File: src/rtl/hazard_pkg.sv
// Shared types and instruction-field helpers for the hazard scoreboard.
// Latency: none (types/functions only); backpressure: n/a.
package hazard_pkg;

  typedef enum logic [1:0] {
    FWD_RF  = 2'd0,
    FWD_MEM = 2'd1,
    FWD_WB  = 2'd2
  } fwd_sel_e;

  localparam int REG_W   = 5;
  localparam int RD_LSB  = 7;
  localparam int RS1_LSB = 15;
  localparam int RS2_LSB = 20;

  function automatic logic [REG_W-1:0] inst_rd(input logic [31:0] inst);
    return inst[RD_LSB +: REG_W];
  endfunction

  function automatic logic [REG_W-1:0] inst_rs1(input logic [31:0] inst);
    return inst[RS1_LSB +: REG_W];
  endfunction

  function automatic logic [REG_W-1:0] inst_rs2(input logic [31:0] inst);
    return inst[RS2_LSB +: REG_W];
  endfunction

endpackage

File: src/rtl/pending_slot_table.sv
// Tracks outstanding long-latency destinations; lowest-free allocation and rd match vectors.
// Latency: matches/free tag combinational, slot updates on next edge; backpressure: full flag.
module pending_slot_table
  import hazard_pkg::*;
#(
  parameter int MAX_PENDING = 4,
  parameter int TAG_W       = $clog2(MAX_PENDING)
) (
  input  logic                   clk,
  input  logic                   rst,
  input  logic                   alloc_en,
  input  logic [REG_W-1:0]       alloc_rd,
  input  logic                   done_en,
  input  logic [TAG_W-1:0]       done_tag,
  input  logic [REG_W-1:0]       rs1,
  input  logic [REG_W-1:0]       rs2,
  output logic [TAG_W-1:0]       free_tag,
  output logic                   full,
  output logic [MAX_PENDING-1:0] rs1_match,
  output logic [MAX_PENDING-1:0] rs2_match,
  output logic [MAX_PENDING-1:0] rd_match
);

  logic [MAX_PENDING-1:0] valid;
  logic [REG_W-1:0]       slot_rd [MAX_PENDING];

  assign full = &valid;

  // Descending scan so the last hit is the lowest free index.
  always_comb begin
    free_tag = '0;
    for (int i = MAX_PENDING - 1; i >= 0; i--) begin
      if (!valid[i]) free_tag = TAG_W'(i);
    end
  end

  always_comb begin
    rs1_match = '0;
    rs2_match = '0;
    rd_match  = '0;
    for (int i = 0; i < MAX_PENDING; i++) begin
      rs1_match[i] = valid[i] && (slot_rd[i] == rs1);
      rs2_match[i] = valid[i] && (slot_rd[i] == rs2);
      rd_match[i]  = valid[i] && (slot_rd[i] == alloc_rd);
    end
  end

  // Allocation picks from pre-clear state, so a slot freed this cycle is never reused here.
  always_ff @(posedge clk) begin
    if (rst) begin
      valid <= '0;
    end else begin
      if (done_en && (32'(done_tag) < MAX_PENDING)) valid[done_tag] <= 1'b0;
      if (alloc_en) begin
        valid[free_tag]   <= 1'b1;
        slot_rd[free_tag] <= alloc_rd;
      end
    end
  end

endmodule

File: src/rtl/hazard_scoreboard.sv
// Operand forwarding, load-use/scoreboard/WAW stall and flush arbitration with a stall counter.
// Latency: all controls combinational, counter/slots update next edge; backpressure: stall holds front end.
module hazard_scoreboard
  import hazard_pkg::*;
#(
  parameter int MAX_PENDING = 4,
  parameter int TAG_W       = $clog2(MAX_PENDING),
  parameter int FWD_WB      = 1
) (
  input  logic             clk,
  input  logic             rst,
  input  logic [31:0]      ex_inst,
  input  logic [31:0]      mem_inst,
  input  logic             mem_reg_wr,
  input  logic             mem_mem_read,
  input  logic [31:0]      wb_inst,
  input  logic             wb_reg_wr,
  input  logic             lq_issue,
  output logic [TAG_W-1:0] lq_tag,
  input  logic             lq_done,
  input  logic [TAG_W-1:0] lq_done_tag,
  input  logic             branch_taken,
  input  logic             irq_taken,
  output logic [1:0]       fwd_sel_1,
  output logic [1:0]       fwd_sel_2,
  output logic             stall,
  output logic             flush,
  output logic             pending_full,
  output logic [31:0]      stall_cycles
);

  logic [REG_W-1:0]       ex_rs1, ex_rs2, mem_rd, wb_rd;
  logic [MAX_PENDING-1:0] rs1_match, rs2_match, rd_match;
  logic                   table_full, issue_waw, sb_hit, load_use, stall_raw, alloc_en;
  logic                   mem_fwd_ok, wb_fwd_ok;
  fwd_sel_e               sel1, sel2;
  logic                   unused_inst;

  assign ex_rs1 = inst_rs1(ex_inst);
  assign ex_rs2 = inst_rs2(ex_inst);
  assign mem_rd = inst_rd(mem_inst);
  assign wb_rd  = inst_rd(wb_inst);
  assign unused_inst = ^{ex_inst[31:25], ex_inst[14:0], mem_inst[31:12], mem_inst[6:0],
                         wb_inst[31:12], wb_inst[6:0]};

  pending_slot_table #(
    .MAX_PENDING (MAX_PENDING),
    .TAG_W       (TAG_W)
  ) u_slots (
    .clk       (clk),
    .rst       (rst),
    .alloc_en  (alloc_en),
    .alloc_rd  (mem_rd),
    .done_en   (lq_done && !rst),
    .done_tag  (lq_done_tag),
    .rs1       (ex_rs1),
    .rs2       (ex_rs2),
    .free_tag  (lq_tag),
    .full      (table_full),
    .rs1_match (rs1_match),
    .rs2_match (rs2_match),
    .rd_match  (rd_match)
  );

  // Loads are excluded from memory-stage forwarding: their data is not ready yet.
  assign mem_fwd_ok = mem_reg_wr && !mem_mem_read && (mem_rd != '0);
  assign wb_fwd_ok  = (FWD_WB != 0) && wb_reg_wr && (wb_rd != '0);

  always_comb begin
    sel1 = hazard_pkg::FWD_RF;
    sel2 = hazard_pkg::FWD_RF;
    if (!rst) begin
      if (mem_fwd_ok && mem_rd == ex_rs1)     sel1 = hazard_pkg::FWD_MEM;
      else if (wb_fwd_ok && wb_rd == ex_rs1)  sel1 = hazard_pkg::FWD_WB;
      if (mem_fwd_ok && mem_rd == ex_rs2)     sel2 = hazard_pkg::FWD_MEM;
      else if (wb_fwd_ok && wb_rd == ex_rs2)  sel2 = hazard_pkg::FWD_WB;
    end
  end

  assign fwd_sel_1 = sel1;
  assign fwd_sel_2 = sel2;

  assign issue_waw = (mem_rd != '0) && (|rd_match);
  assign sb_hit    = ((ex_rs1 != '0) && (|rs1_match)) || ((ex_rs2 != '0) && (|rs2_match));
  assign load_use  = mem_mem_read && mem_reg_wr && !lq_issue && (mem_rd != '0) &&
                     ((mem_rd == ex_rs1) || (mem_rd == ex_rs2));
  assign stall_raw = load_use || sb_hit || (lq_issue && (table_full || issue_waw));
  assign alloc_en  = !rst && lq_issue && !table_full && !issue_waw;

  // A redirect squashes the stalled instruction anyway, so flush wins.
  assign flush        = !rst && (branch_taken || irq_taken);
  assign stall        = !rst && !flush && stall_raw;
  assign pending_full = !rst && table_full;

  always_ff @(posedge clk) begin
    if (rst) begin
      stall_cycles <= '0;
    end else if (stall && (stall_cycles != '1)) begin
      stall_cycles <= stall_cycles + 32'd1;
    end
  end

endmodule

File: config.mk
export PLATFORM = sky130hd
export DESIGN_NAME = hazard_scoreboard
export DESIGN_NICKNAME = d
export VERILOG_FILES = /design/src/rtl/hazard_pkg.sv /design/src/rtl/pending_slot_table.sv /design/src/rtl/hazard_scoreboard.sv
export SDC_FILE = /design/constraint.sdc
export NUM_CORES = 1
export LEC_CHECK = 0
export CAP_MARGIN = 20
export CORE_MARGIN = 1.5
export CORE_UTILIZATION = 40
export CTS_CLUSTER_DIAMETER = 40
export CTS_CLUSTER_SIZE = 16
export DETAILED_ROUTE_END_ITERATION = 6
export GPL_TIMING_DRIVEN = 0
export MAX_ROUTING_LAYER = met4
export PLACE_DENSITY_LB_ADDON = 0.05
export SLEW_MARGIN = 20
export SYNTH_ARGS = -nofsm -noshare
export SYNTH_HDL_FRONTEND = slang
export SYNTH_SLANG_ARGS = --single-unit
File: constraint.sdc
create_clock -name clk -period 3.7 [get_ports clk]
set_input_delay 0.925 -clock clk [delete_from_list [all_inputs] [get_ports clk]]
set_output_delay 0.925 -clock clk [all_outputs]
set_load 0.005 [all_outputs]
==> impl_metrics.csv <==
group,metric,value,unit
final_layout,final.fill_count,825,
global_route,grt_antenna_before_repair,0,
final_layout,num_antenna_cells,0,
final_layout,final-instance-count-excl-fill,606,
cts,h-tree-depth,2,
place,postPlaceCellArea,4466,sq um
final_layout,seqCellArea,1321,sq um
final_layout,layout-area-overhead-vs-synth,29.41,%
cts,cts_hold_repair.buffers,0,
global_route,wire_length_of_the_first_global_routing_pass,17350,um
worst_setup_path,critical_path_required,2770,ps
logic_synthesis,synth_largest_type_area_fraction,0.1941,
final_layout,final_cell_area,4806,sq um
floorplanning,coreArea,8848,sq um
power_and_ir_drop,swShare,0.2543,
routing,postRouteAntennaNets,0,
power_and_ir_drop,sequential_fraction_of_design_power,0.512,
routing,total_number_of_vias,3421,
routing,avgViaCountPerCell,5.645,
timing,timing.final.max_slew_violations,0,
timing,worstMarginPinSlew,1114,ps
logic_synthesis,synthTopCellsByArea,"sky130_fd_sc_hd__dfxtp_1 (19%), sky130_fd_sc_hd__edfxtp_1 (16%), sky130_fd_sc_hd__xor2_1 (14%)",
floorplanning,die_h,99.36,um
cts,cts_tree,"done",
floorplanning,rows,34,
timing,grt_setup_unrepaired,"yes",
logic_synthesis,syn_nets,525,
logic_synthesis,netlist_top_cells_count,"sky130_fd_sc_hd__xor2_1 (58), sky130_fd_sc_hd__dfxtp_1 (36), sky130_fd_sc_hd__nand3_1 (28)",
logic_synthesis,synth-warning-count,0,
routing,routed_wire_length_per_instance,18.01,um
floorplanning,fp.dieArea,9871,sq um
timing,layout_min_cycle_time,3650,ps
timing,max-slew-margin-rel,0.2514,
floorplanning,initial_utilization,0.4197,
power_and_ir_drop,cell_internal_pwr,0.0009460,W
cts,cts.sinks,56,
flow_run,maxCapViolations,0,
cts,cts.reportedPaths.clkPinSlew,110,ps
cts,clockRootBuffer,"sky130_fd_sc_hd__clkbuf_8",
worst_setup_path,worst-path-max-fanout,6,
worst_setup_path,crit_path_end_kind,"output port",
global_route,first_global_vias,3341,
timing,timing.clock.skew,16.57,ps
min_path,hp-class,"register to register",
logic_synthesis,syn_area,3714,sq um
floorplanning,ioPinCount,148,
logic_synthesis,synthCells,417,
global_route,global_route.overflow_total,0,
logic_synthesis,synth.most_common_cell,"sky130_fd_sc_hd__xor2_1",
power_and_ir_drop,comb_power_share,0.146,
logic_synthesis,synth_seq_cells,56,
timing,final-setup-viol-count,0,
routing,dr.first_iter.drc_count,198,
power_and_ir_drop,areal_power_density_over_the_cells,264.0,nW/um^2
final_layout,post_route_cells_drive_above_1_share,0.1727,
worst_setup_path,cp-start-kind,"primary input",
global_route,grt_max_degree,20,
logic_synthesis,netlist_cell_types,47,
logic_synthesis,yosys_most_used_dff,"sky130_fd_sc_hd__dfxtp_1",
power_and_ir_drop,static_power_due_to_leakage,1.689,nW
place,port_buffers,61,
logic_synthesis,seq_area_frac_synth,0.3558,
cts,clock_latency,320,ps
cts,cts_buffer_depth,2,
routing,dr.pass1.iters,5,
place,final_weighted_congestion_of_routability_driven_global_placement,0.8685,
final_layout,final_nets,605,
timing,clock.fmax,273.9,MHz
timing,final_min_period_over_clock_period,0.9866,
routing,remaining_drc_errors,0,
cts,tritoncts.num_buffers,5,
power_and_ir_drop,report.power.total,0.001269,W
logic_synthesis,ys_async_sr_fraction,0,
worst_setup_path,worstSetupPathType,"primary input to output port",
power_and_ir_drop,total_switching_power,0.0003226,W
timing,finalHoldViolations,0,
logic_synthesis,post_synth_edffs,20,
floorplanning,fp.dieW,99.36,um
logic_synthesis,synthDominantAreaCellType,"sky130_fd_sc_hd__dfxtp_1",
power_and_ir_drop,clkPwrFrac,0.342,
place,dpl.hpwl,7860,um
global_route,grt_util_all_layers,0.2298,
routing,routed_wl,10910,um
place,dp.cells,586,
status,status,"finished clean",
final_layout,multiInputGateArea,2303,sq um
worst_setup_path,data_arrival_time_of_the_worst_path,2730,ps
logic_synthesis,post_synth.cell_area_avg,8.905,sq um
power_and_ir_drop,maximum_vdd_drop,0.0001477,V
-- path summary, 6_finish.rpt --
path / start / end / slack (ps) / depth (start not counted)
max reg2reg: u_slots.slot_rd[0][2]$_DFFE_PP_ / stall_cycles[20]$_SDFFE_PP0P_ / 700 / 11
max: mem_inst[9] / fwd_sel_1[0] / 50 / 8
min reg2reg: stall_cycles[4]$_SDFFE_PP0P_ / stall_cycles[4]$_SDFFE_PP0P_ / 510 / 2
min: stall_cycles[4]$_SDFFE_PP0P_ / stall_cycles[4]$_SDFFE_PP0P_ / 510 / 2
-- per-stage QoR --
step	setup WS, ps	setup TNS [ps]	hold WS (ps)	utilization
floorplan	6.689	0	476.5	-
global placement	-1621	-23610	485.5	0.5047
detailed placement	-1629	-24930	493.2	0.5047
CTS	26.92	0	511.1	0.5404
global route	-13.54	-13.54	539.7	0.5431
finish	49.61	0	511.6	0.5431
-- timing repair --
item                                    in CTS  in global routing
gates resized for setup                     62                 19
endpoints found under the setup margin      38                  3
pin swaps                                   12                  7
buffers inserted                            14                  1
-- registers in the layout, indices dropped and copies added (netlist names) --
| name | flops |
|---|---|
| u_slots.slot_rd | 20 |
| stall_cycles | 32 |
| u_slots.valid | 4 |
-- layout by cell type, fill, tap and decap left out, drive strengths merged, types with 2 or more instances in the layout --
cell type,Yosys,routed
buf,13,32
clkdlybuf4s50,0,50
inv,7,7
o311ai,2,2
edfxtp,20,20
nor2,26,26
and4,3,3
o21a,4,4
and3,6,6
and2,7,7
xnor2,22,22
o211ai,4,4
a21oi,18,18
nand2b,2,2
nand2,17,17
clkbuf,18,23
dlygate4sd2,0,4
nor3b,5,5
or4,20,20
or3,11,11
nor4,17,17
mux2,12,12
nor4b,2,2
dfxtp,36,36
nor2b,13,13
o21ai,16,16
nor3,7,7
nand3,29,29
o31ai,8,8
nand4,10,10
xor2,58,58
-- cell families after synthesis --
family / after synthesis / synth area share
flip-flops: 56 / 0.3558
multiplexers: 12 / 0.03740
AND/OR/NAND/NOR: 176 / 0.2763
buffers and inverters: 38 / 0.04582
XOR/XNOR: 80 / 0.1887
AO/OA/AOI/OAI: 54 / 0.09266
adder cells (fa/ha/maj): 1 / 0.003369
-- power groups by stage --
| stage | combinational (W) | clock [W] | sequential, W |
|---|---|---|---|
| 2_1_floorplan | 0.000100 | 0 | 0.000661 |
| 3_3_place_gp | 0.000160 | 0 | 0.000664 |
| 3_5_place_dp | 0.000163 | 0 | 0.000664 |
| 4_1_cts | 0.000183 | 0.000447 | 0.000650 |
| 5_1_grt | 0.000201 | 0.000469 | 0.000651 |
| 6_report | 0.000185 | 0.000434 | 0.000650 |
-- critical path: stages --
cell	delay, ps
sky130_fd_sc_hd__buf_2	140
sky130_fd_sc_hd__buf_6	140
sky130_fd_sc_hd__or4_4	550
sky130_fd_sc_hd__o21ai_4	200
sky130_fd_sc_hd__buf_4	140
sky130_fd_sc_hd__nor3_1	40
sky130_fd_sc_hd__and2_1	150
sky130_fd_sc_hd__clkdlybuf4s50_1	440
-- area by class of cell --
cell class,count,share of cell area
repair buffers,76,0.1468
plain buffers,28,0.04009
flip-flops and latches,56,0.2749
clock buffers,6,0.01718
multi-input cells,323,0.4793
well taps,108,0.02812
clock inverters,2,0.008071
inverters,7,0.005467
-- routing by layer --
metal | global-route usage | vias to the layer above | wire (um)
met4 | 0.05200 | 0 | 90
li1 | - | 1656 | -
met3 | 0.02811 | 9 | 666
met5 | - | - | 0
met1 | 0.3202 | 1641 | 5205
met2 | 0.3593 | 115 | 4951
Note: power is estimated with default switching activity, not from simulation.
